## src/rtl/ls_station.sv

```systemverilog
// In-order load/store reservation station: 4-entry circular buffer, head-only issue, CDB wakeup.
// Optional: define LS_WAKEUP_BYPASS_EN to capture a same-cycle CDB broadcast at dispatch.
module ls_station (
    input  logic        clk,
    input  logic        rst,
    input  logic        dis_valid,
    input  logic        dis_mem_wen,
    input  logic        dis_mem_ren,
    input  logic [5:0]  dis_p_rs,
    input  logic [5:0]  dis_p_rt,
    input  logic        dis_rs_rdy,
    input  logic        dis_rt_rdy,
    input  logic [15:0] dis_immed,
    input  logic [3:0]  dis_rob,
    input  logic [5:0]  dis_p_rd,
    input  logic        cdb_valid,
    input  logic [5:0]  cdb_tag,
    input  logic        sq_full,
    input  logic        stall_hazard,
    input  logic        recover,
    input  logic [3:0]  rec_rob,
    output logic        ls_full,
    output logic        issue,
    output logic        mem_wen,
    output logic        mem_ren,
    output logic [15:0] immed,
    output logic [3:0]  rob_out,
    output logic [5:0]  p_rd_out,
    output logic [5:0]  p_rs_out,
    output logic [5:0]  p_rt_out
);

    typedef struct packed {
        logic        valid;
        logic        wen;
        logic        ren;
        logic [5:0]  p_rs;
        logic        rs_rdy;
        logic [5:0]  p_rt;
        logic        rt_rdy;
        logic [15:0] immed;
        logic [3:0]  rob;
        logic [5:0]  p_rd;
    } entry_t;

    entry_t      ent [4];
    logic [3:0]  head_oh, tail_oh, tail_m1_oh;
    logic [1:0]  head_idx, tail_idx, tail_m1;
    logic [2:0]  count;

    entry_t      head_e, dis_ent;
    logic        rs_hit, rt_hit, conflict, dis_acc, sel, rec_hit;

    always_comb begin
        rs_hit     = cdb_valid && (dis_p_rs == cdb_tag);
        rt_hit     = cdb_valid && (dis_p_rt == cdb_tag);
        tail_m1    = tail_idx - 2'd1;
        tail_m1_oh = {tail_oh[0], tail_oh[3:1]};
        head_e     = ent[head_idx];

        dis_ent        = '0;
        dis_ent.valid  = 1'b1;
        dis_ent.wen    = dis_mem_wen;
        dis_ent.ren    = dis_mem_ren;
        dis_ent.p_rs   = dis_p_rs;
        dis_ent.p_rt   = dis_p_rt;
        dis_ent.immed  = dis_immed;
        dis_ent.rob    = dis_rob;
        dis_ent.p_rd   = dis_p_rd;
`ifdef LS_WAKEUP_BYPASS_EN
        conflict       = 1'b0;
        dis_ent.rs_rdy = dis_rs_rdy || rs_hit;
        dis_ent.rt_rdy = dis_mem_ren || dis_rt_rdy || rt_hit;
`else
        // Without bypass a not-ready source matching the live broadcast would miss its wakeup; refuse it.
        conflict       = dis_valid && ((!dis_rs_rdy && rs_hit) ||
                                       (dis_mem_wen && !dis_rt_rdy && rt_hit));
        dis_ent.rs_rdy = dis_rs_rdy;
        dis_ent.rt_rdy = dis_mem_ren || dis_rt_rdy;
`endif
        ls_full = (count == 3'd4) || conflict;
        dis_acc = dis_valid && !ls_full && !recover && !stall_hazard;
        sel     = head_e.valid && head_e.rs_rdy && (head_e.rt_rdy || !head_e.wen) &&
                  !stall_hazard && !recover && !(head_e.wen && sq_full);
        rec_hit = recover && ent[tail_m1].valid && (ent[tail_m1].rob == rec_rob);
    end

    always_ff @(posedge clk) begin
        if (rst) begin
            for (int unsigned i = 0; i < 4; i++) ent[i] <= '0;
            head_oh  <= 4'b0001;
            tail_oh  <= 4'b0001;
            head_idx <= '0;
            tail_idx <= '0;
            count    <= '0;
            issue    <= 1'b0;
            mem_wen  <= 1'b0;
            mem_ren  <= 1'b0;
            immed    <= '0;
            rob_out  <= '0;
            p_rd_out <= '0;
            p_rs_out <= '0;
            p_rt_out <= '0;
        end else begin
            for (int unsigned i = 0; i < 4; i++) begin
                if (ent[i].valid && cdb_valid) begin
                    if (ent[i].p_rs == cdb_tag) ent[i].rs_rdy <= 1'b1;
                    if (ent[i].p_rt == cdb_tag) ent[i].rt_rdy <= 1'b1;
                end
                if (sel && head_oh[i])        ent[i].valid <= 1'b0;
                if (rec_hit && tail_m1_oh[i]) ent[i].valid <= 1'b0;
                if (dis_acc && tail_oh[i])    ent[i] <= dis_ent;
            end

            if (rec_hit) begin
                tail_oh  <= tail_m1_oh;
                tail_idx <= tail_m1;
                count    <= count - 3'd1;
            end else begin
                if (dis_acc) begin
                    tail_oh  <= {tail_oh[2:0], tail_oh[3]};
                    tail_idx <= tail_idx + 2'd1;
                end
                if (sel) begin
                    head_oh  <= {head_oh[2:0], head_oh[3]};
                    head_idx <= head_idx + 2'd1;
                end
                count <= count + 3'(dis_acc) - 3'(sel);
            end

            issue   <= sel;
            mem_wen <= sel && head_e.wen;
            mem_ren <= sel && head_e.ren;
            if (sel) begin
                immed    <= head_e.immed;
                rob_out  <= head_e.rob;
                p_rd_out <= head_e.p_rd;
                p_rs_out <= head_e.p_rs;
                p_rt_out <= head_e.p_rt;
            end
        end
    end

endmodule

```

## config.mk

```make
export PLATFORM = sky130hd
export DESIGN_NAME = ls_station
export DESIGN_NICKNAME = d
export VERILOG_FILES = /design/src/rtl/ls_station.sv
export SDC_FILE = /design/constraint.sdc
export NUM_CORES = 1
export LEC_CHECK = 0
export CAP_MARGIN = 25
export CORE_ASPECT_RATIO = 0.5
export CORE_MARGIN = 5
export CORE_UTILIZATION = 35
export CTS_CLUSTER_SIZE = 25
export DETAILED_ROUTE_END_ITERATION = 12
export MAX_ROUTING_LAYER = met4
export PLACE_DENSITY = 0.59
export SYNTH_ARGS = -nofsm -noshare
export SYNTH_HDL_FRONTEND = slang
export SYNTH_SLANG_ARGS = --single-unit
```

## constraint.sdc

```tcl
create_clock -name clk -period 3.02 [get_ports clk]
set_input_delay 0.604 -clock clk [delete_from_list [all_inputs] [get_ports clk]]
set_output_delay 0.604 -clock clk [all_outputs]
set_load 0.005 [all_outputs]
```

# Word level (Yosys, flattened, before mapping)
# Memory sizes are Yosys's and may differ from the RTL's. A register that Yosys moved wholly into a read port is not among the register bits.
# Index checks and enable logic that the tools add are counted.
# totals
regBits	56
ramBits	172
input_bits	59
output_inout_bits	42
elab_cells	238
n_memories	1
# mem_list
name	words	width	read_ports	rd_clocked_by_memory_dff	wr	line	source
ent	4	43	6	1	4	46	entry_t ent [4];
# op_classes
n_addsub	6
n_eq_ne	12
muxes	117
bitwise_logic	41
reduce_logical	48
# ops
op	count
26-bit 2-to-1 mux	4
1-bit 2-to-1 mux	98
6-bit == test	10
1-bit OR	40
1-bit logical AND	35
8-bit 2-to-1 mux	4
6-bit 2-to-1 mux	4
2-bit 2-to-1 mux	4
4-bit 2-to-1 mux	2
1-bit logical NOT	7
2-bit by 1-bit adder with 2-bit output, second input constant	2
4-bit == test	1
1-bit logical OR	4
3-bit by 1-bit adder with 3-bit output	1
3-bit == test, second input constant	1
3-bit 2-to-1 mux	1
3-bit by 1-bit subtractor with 3-bit output	1
3-bit by 1-bit subtractor with 3-bit output, second input constant	1
2-bit AND reduction	1
2-bit nonzero test	1
2-bit by 1-bit subtractor with 2-bit output, second input constant	1
1-bit inverter	1

# Depth between registers and ports, before layout
# Gate-level depths: netlist of run 1.
# depth
depth_word	15
ltp_mapped	15
ltp_nobuf	13

# Least setup slack after synthesis of run 1
# No wires, ideal clock.
# synth_timing
path_type	input -> register
startpoint	in cdb_tag[5]
endpoint	mem ent[1][42] (netlist bit), enable pin
setup_time_ns	0.256
t_arrival_ns	3.022
required_time_ns	2.764
slack_ns	-0.259
cell_stages	7
n_path_buf	1
cell_sequence	buf_4 xor2_1 nor4_1 a31oi_1 nand3_1 nand2b_1 or3b_1
# synth_rtl
item	line	source
from (decl)	17	input logic [5:0] cdb_tag,
to (decl)	46	

# Worst setup path in the final report of run 1
# layout_timing
startpoint	in dis_p_rt[2]
endpoint	out ls_full
# layout_via
elab_chain_cells	6
# layout_lines
item	line	source
from (decl)	10	input logic [5:0] dis_p_rt,
6-bit == test	56	rt_hit = cdb_valid && (dis_p_rt == cdb_tag);
1-bit logical AND	56	
1-bit logical AND	77	(dis_mem_wen && !dis_rt_rdy && rt_hit));
1-bit logical OR	76	conflict = dis_valid && ((!dis_rs_rdy && rs_hit) ||
1-bit logical AND	76	
1-bit logical OR	81	ls_full = (count == 3'd4) || conflict;
to (decl)	22	output logic ls_full,
# Every way passes these cells.

==> results of run 1 <==
## worst max-delay path: cells and delay by family
family | cells | cell delay [ns]
AO/OA/AOI/OAI | 2 | 0.21
XOR/XNOR | 1 | 0.19
AND/OR/NAND/NOR | 1 | 0.27
buffers and inverters | 4 | 1.05
## final cells by class
class	count	area, um2
clock buffer	32	659
clock inverter	10	115
fill	2822	16900
inverter	10	42.5
multi-input combinational	524	4010
sequential	230	6330
tap	399	499
timing repair buffer	157	1510
## power groups by stage
stage,clock [W],sequential [W],combinational (W)
final,0.00294,0.00356,0.000574
after global routing,0.00313,0.00357,0.000619
after CTS,0.00300,0.00356,0.000572
after detailed placement,0,0.00363,0.000569
after global placement,0,0.00362,0.000567
after floorplan,0,0.00360,0.000332
## sequential cells by signal, summed over array words and instances (netlist names), named ones only
name      cells
count         3
tail_oh       4
ent         172
p_rt_out      6
mem_ren       1
p_rd_out      6
tail_idx      2
head_oh       4
rob_out       4
issue         1
mem_wen       1
p_rs_out      6
immed        16
head_idx      2
## cells by family after synthesis
| group | share of synthesized area |
|---|---|
| buf+inv | 0.0324 |
| compound gates | 0.0156 |
| xor+xnor | 0.0555 |
| flops | 0.598 |
| fa+ha+maj | 0.00663 |
| simple gates | 0.149 |
| mux | 0.143 |
## final timing paths
kind                                              start                      end  slack (ns)
worst max register to register                flip-flop      count[2]$_SDFF_PP0_        0.16
worst min register to register  head_oh[1]$_SDFFE_PP0P_  head_oh[1]$_SDFFE_PP0P_        0.45
worst min-delay path            head_oh[1]$_SDFFE_PP0P_  head_oh[1]$_SDFFE_PP0P_        0.45
worst max-delay path                        dis_p_rt[2]                  ls_full        0.08
## cells in the final DEF, fill, tap and decap left out, types with 5 or more instances in the layout
| master | Yosys | layout |
|---|---|---|
| and2_1 | 7 | 6 |
| buf_4 | 6 | 52 |
| clkbuf_16 | 0 | 24 |
| clkbuf_8 | 1 | 5 |
| clkdlybuf4s50_1 | 0 | 77 |
| dfxtp_1 | 58 | 56 |
| dlygate4sd2_1 | 0 | 11 |
| dlymetal6s2s_1 | 0 | 9 |
| edfxtp_1 | 172 | 172 |
| inv_1 | 9 | 9 |
| mux2i_1 | 44 | 44 |
| mux4_2 | 42 | 42 |
| nand2_1 | 15 | 14 |
| nand2b_1 | 50 | 47 |
| nand3b_1 | 5 | 5 |
| nand4_1 | 9 | 9 |
| nor2_1 | 216 | 215 |
| nor4_1 | 6 | 5 |
| xnor2_1 | 34 | 33 |
| xor2_1 | 33 | 31 |
## per-stage QoR
step / hold slack, ns / instance area, um2
6_report: 0.453 / 13200
5_1_grt: 0.477 / 13200
4_1_cts: 0.454 / 13000
3_5_place_dp: 0.446 / 12200
3_3_place_gp: 0.438 / 12200
2_1_floorplan: 0.432 / 10600
## metal layers
layer / GRT usage / part of all wire
met3: 0.0248 / 0.044
met1: 0.205 / 0.44
met5: - / 0
met2: 0.271 / 0.50
met4: 0.0311 / 0.018
## what timing repair did
action                                  in CTS  in global routing
buffers inserted                             2                  4
endpoints found under the setup margin       1                  2
resized for setup                           20                 22
pin swaps                                    5                  8
cloned                                       0                  1
==> qor.csv, run 1 <==
stage,metric,value,unit
global_route,grt_pass1_wl,41200,um
worst_setup_path,crit_path_start_kind,input port,
global_route,first_global_vias,6895,
clock_tree,cts_tree,done,
global_route,grt_max_degree,74,
clock_tree,cts_buffers,23,
yosys,synth_top_area_frac,0.489,
sta,setup_viol,0,
hold_path,holdPathStages,2,
global_route,gr-total-overflow,0,
clock_tree,cts_buffer_depth,3,
sta,hold_viol,0,
floorplanning,die_h,133,um
floorplanning,die_area,34000,um2
yosys,synth_edf_count,172,
routing,drtPass1Iterations,5,
yosys,ys_types,55,
finish,drive_gt1_frac,0.183,
finish,syn_to_final_growth,24.5,%
sta,tightestPinTransition,0.513,ns
yosys,syn_nets,879,
finish,num_antenna_cells,0,
sta,layout_setup_ws,0.0823,ns
yosys,async_flop_share,0,
sta,fin_crit_sh,0.973,
floorplanning,initial_core_util,0.352,
yosys,synthTopCellsByCount,"nor2_1, edfxtp_1, dfxtp_1, nand2b_1, mux2i_1",
run,drv_cap,0,
worst_setup_path,timing.critical_path.to_type,output pin,
floorplanning,fp.dieW,256,um
place,hpwl,18100,um
clock_tree,worstSkewPairLatency,0.54,ns
finish,fin_cells,1362,
floorplanning,rows,45,
worst_setup_path,crit_top_cell,buf_4,
worst_setup_path,slowest_stage,clkdlybuf4s50_1,
worst_setup_path,critical_path_arrival,2.33,ns
worst_setup_path,worst_path_largest_cell_delay,0.49,ns
routing,drc_errors,0,
power,p_sw_frac,0.226,
clock_tree,clock-sinks,230,
place,portBuffers,100,
routing,drtIter0Drc,503,
clock_tree,hold_buffers,0,
clock_tree,cts_root_buf,clkbuf_16,
finish,postLayoutCoreUtil,0.438,
routing,viasPerCell,5.01,
worst_setup_path,worst-setup-path-type,in2out,
sta,max_freq,340,MHz
yosys,ys_seq_area_frac,0.598,
finish,fin_nets,1010,
power,seqPwrFrac,0.503,
power,pwr-share-comb,0.081,
power,total_power,0.00708,W
power,power-per-cell-area,538,nW/um2
clock_tree,path_clk_slew,0.06,ns
routing,routedWlPerCell,20.1,um
sta,slew_viol_final,0,
run_status,status,"complete, no violations",
place,gp_congestion,0.847,
power,p_switching,0.00160,W
yosys,synth_area_leaders,"edfxtp_1, dfxtp_1, mux4_2",
routing,wl,27400,um
sta,setup_tns,0,ns
worst_setup_path,worstPathRequired,2.42,ns
power,p_int,0.00548,W
yosys,syn-instance-count,815,
yosys,yosysTopAreaCell,edfxtp_1,
place,pre_cts_ws,-0.524,ns
routing,via_count,6820,
worst_setup_path,path_cells,dlygate4sd2_1 -> xor2_1 -> nor4b_4 -> a32oi_2 -> buf_4 -> o21ai_2 -> buf_4 -> clkdlybuf4s50_1,
yosys,ys.flop_type,edfxtp_1,
power,clkPwrFrac,0.416,
hold_path,hold_class,reg2reg,
place,dp.cells,1313,
power,vdd_ir_drop_max,0.351,mV
yosys,synth_area,10600,um2
yosys,yosysMostFrequentCell,nor2_1,
sta,min_period,2.94,ns
floorplanning,core,30100,um2
sta,slew_headroom,0.655,
clock_tree,cts_max_level,1,
global_route,grt_util_all_layers,0.159,
yosys,ys_ff_latch,230,
yosys,ys.warnings.count,0,
sta,clock-skew-final,0.0208,ns
routing,ant_nets,0,
worst_setup_path,r2r_cells,12,
worst_setup_path,critical_path.max_fanout,2,
yosys,synth_area_per_cell,13.0,um2
power,p_leak,4.59,nW
floorplanning,ios,101,
global_route,antenna_found_initial,1,
No activity file was read; power rests on OpenSTA's default activity.
==> run 2, diff against run 1 <==
- CORE_ASPECT_RATIO: 0.5 -> default
==> run 2 against run 1 <==
Effect of this change:
- die area is 0.62% lower
- global-route usage about the same
- clock skew down 0.0065 ns
- critical path type is now reg2reg
- worst setup slack improved by 0.079 ns
- sequential share of layout area up 0.14 points
- via count decreased by 3.7%
- clock power increased by 5%
- highest routed layer unchanged
- largest power group unchanged
- first-iteration DRC count down 7.8%
- wire length fell by 4.3%
==> qor.csv, run 2 (synthesis results as in run 1) <==
stage,metric,value,unit,change
sta,fin_crit_sh,0.947,,-0.0261
power,power-per-cell-area,550,nW/um2,+2.3%
clock_tree,path_clk_slew,0.06,ns,about the same
floorplanning,ios,101,,unchanged
clock_tree,cts_tree,done,,
power,clkPwrFrac,0.429,,+0.013
clock_tree,cts_max_level,1,,unchanged
clock_tree,cts_root_buf,clkbuf_16,,
hold_path,min_to,head_oh[1]$_SDFFE_PP0P_,,
power,p_leak,4.51,nW,-1.8%
power,p_switching,0.00159,W,-0.31%
sta,hold_viol,0,,unchanged
floorplanning,die_h,184,um,+38%
routing,viasPerCell,4.85,,-3.2%
sta,clock-skew-final,0.0143,ns,-0.00647 ns
routing,routedWlPerCell,19.4,um,-3.8%
hold_path,hold_class,reg2reg,,
worst_setup_path,timing.critical_path.to_type,flip-flop,,
worst_setup_path,critical_path.max_fanout,6,,+4
power,pwr-share-comb,0.079,,-0.002
place,portBuffers,100,,unchanged
finish,regMostFlops,ent,,
floorplanning,core,29700,um2,-1.2%
routing,wl,26200,um,-4.3%
place,gp_congestion,0.793,,-6.4%
global_route,grt_max_degree,42,,-43%
worst_setup_path,r2r_cells,12,,unchanged
global_route,gr-total-overflow,0,,unchanged
sta,max_freq,350,MHz,+2.8%
worst_setup_path,rrSetupSlack,0.16,ns,about the same
sta,slew_viol_final,0,,unchanged
power,p_int,0.00562,W,+2.6%
finish,fill_cells,2714,,-3.8%
sta,slew_headroom,0.635,,-0.0205
clock_tree,cts_buffers,26,,+13%
finish,syn_to_final_growth,24.2,%,
finish,largest_reg_flops,172,,unchanged
worst_setup_path,slowest_stage,mux4_2,,
routing,drc_errors,0,,unchanged
finish,fin_nets,1011,,+0.099%
place,dpl_cell_area,12200,um2,-0.21%
run_status,status,"complete, no violations",,
sta,fin_hold_ws,0.450,ns,-0.00284 ns
floorplanning,fp.dieW,184,um,-28%
finish,final_cell_mix,"nor2_1, edfxtp_1, clkdlybuf4s50_1",,
global_route,first_global_vias,6885,,-0.15%
worst_setup_path,crit_top_cell,ha_1,,
routing,ant_nets,0,,unchanged
worst_setup_path,critical_path_arrival,3.25,ns,+0.92 ns
sta,setup_viol,0,,unchanged
hold_path,holdPathStages,2,,unchanged
power,seqPwrFrac,0.493,,-0.010
clock_tree,clock-sinks,230,,unchanged
global_route,grt_pass1_wl,40600,um,-1.5%
clock_tree,hold_buffers,0,,unchanged
worst_setup_path,worst-setup-path-type,reg2reg,,
clock_tree,worstSkewPairLatency,0.53,ns,about the same
routing,drtPass1Iterations,4,,-1
floorplanning,die_area,33800,um2,-0.62%
finish,num_antenna_cells,0,,unchanged
finish,final_common_cell,nor2_1,,
worst_setup_path,worstPathRequired,3.41,ns,+0.99 ns
clock_tree,cts_buffer_depth,3,,unchanged
finish,stdcell_area,13100,um2,-0.28%
hold_path,worstHoldStart,head_oh[1]$_SDFFE_PP0P_,,
floorplanning,initial_core_util,0.356,,+0.00413
run,drv_cap,0,,unchanged
floorplanning,rows,63,,+40%
power,vdd_ir_drop_max,0.326,mV,-7.0%
sta,tightestPinTransition,0.548,ns,+0.0355 ns
global_route,antenna_found_initial,0,,-1
routing,drtIter0Drc,464,,-7.8%
finish,reg_top3,"ent (172), immed (16)",,
power,total_power,0.00722,W,+2.0%
sta,min_period,2.86,ns,-0.0788 ns
finish,drive_gt1_frac,0.175,,-0.00781
worst_setup_path,timing.rr.end,count[2]$_SDFF_PP0_,,
power,p_sw_frac,0.221,,-0.00506
worst_setup_path,crit_path_start_kind,flip-flop,,
worst_setup_path,path_cells,mux4_2 -> a211o_1 -> a31o_4 -> clkinv_4 -> ha_1 -> inv_1 -> ha_1 -> fa_2 -> xnor2_1 -> and2_1 -> o21ai_0 -> o311ai_1,,
global_route,grt_util_all_layers,0.159,,-0.000408
routing,via_count,6571,,-3.7%
worst_setup_path,worst_path_largest_cell_delay,0.52,ns,+0.03 ns
place,hpwl,17900,um,-0.99%
[run 2: cell count changes in the layout (fill, tap and decap cells not counted), sizes merged]
cell	delta
clkinv	+1
inv	-1
dlymetal6s2s	-9
buf	-1
clkdlybuf4s50	+12
clkbuf	+2
dlygate4sd2	-1
[run 2: layer usage]
| metal | vias to the layer above | share of wire | GRT usage |
|---|---|---|---|
| met5 | - | 0 | - |
| met4 | 0 | 0.014 | 0.0314 |
| met3 | 29 | 0.036 | 0.0192 |
| li1 | 3152 | - | - |
| met1 | 3260 | 0.45 | 0.209 |
| met2 | 130 | 0.50 | 0.268 |
[run 2: area by class of cell]
cell class	instances	area, um2	area share
Multi-Input combinational cell	524	3990	0.304
Tap cell	390	488	0.0372
Sequential cell	230	6330	0.482
Clock buffer	37	732	0.0558
Timing Repair Buffer	155	1430	0.109
Clock inverter	10	115	0.00877
Inverter	10	42.5	0.00324
[run 2: critical path, delay by kind of cell, from the launching register on]
kind | cells | cell delay (ns)
compound gates | 4 | 0.81
fa+ha+maj | 3 | 0.66
mux | 1 | 0.52
flops | 1 | 0.38
xor+xnor | 1 | 0.14
simple gates | 1 | 0.13
buf+inv | 2 | 0.09
[run 2: what timing repair did]
| item | 4_1_cts | 5_1_grt |
|---|---|---|
| buffers inserted | 1 | 3 |
| pin swaps | 5 | 0 |
| endpoints found under the hold margin | 0 | 0 |
| endpoints found under the setup margin | 1 | 1 |
| resized for setup | 20 | 1 |
[run 2: power by group through the flow]
stage          Clock [W]  Sequential, W  Combinational [W]
2_1_floorplan          0        0.00360           0.000332
3_3_place_gp           0        0.00362           0.000568
3_5_place_dp           0        0.00362           0.000567
4_1_cts          0.00317        0.00356           0.000576
5_1_grt          0.00330        0.00357           0.000614
6_report         0.00309        0.00356           0.000569
[run 2: worst max-delay path by stage]
stage | endpoint | startpoint | slack (ns) | cells past startpoint
6_report | count[2]$_SDFF_PP0_ | flip-flop | 0.16 | 12
3_5_place_dp | count[2]$_SDFF_PP0_ | dis_p_rs[5] | -0.44 | 14
2_1_floorplan | count[2]$_SDFF_PP0_ | cdb_tag[3] | 0.004 | 15
4_1_cts | count[2]$_SDFF_PP0_ | ent[1][41]$_SDFFCE_PN0P_ | 0.08 | 12
5_1_grt | count[2]$_SDFF_PP0_ | flip-flop | -0.001 | 12
3_3_place_gp | count[2]$_SDFF_PP0_ | dis_p_rs[5] | -0.44 | 14
[run 2: per-stage QoR]
| stage | worst slack (ns) | util | setup TNS, ns | instances |
|---|---|---|---|---|
| after floorplan | 0.00356 | - | 0 | 815 |
| final | 0.161 | 0.442 | 0 | 1356 |
| after global placement | -0.438 | 0.411 | -0.955 | 1305 |
| after CTS | 0.0837 | 0.441 | 0 | 1353 |
| after detailed placement | -0.439 | 0.411 | -1.02 | 1305 |
| after global routing | -0.00123 | 0.442 | -0.00123 | 1356 |
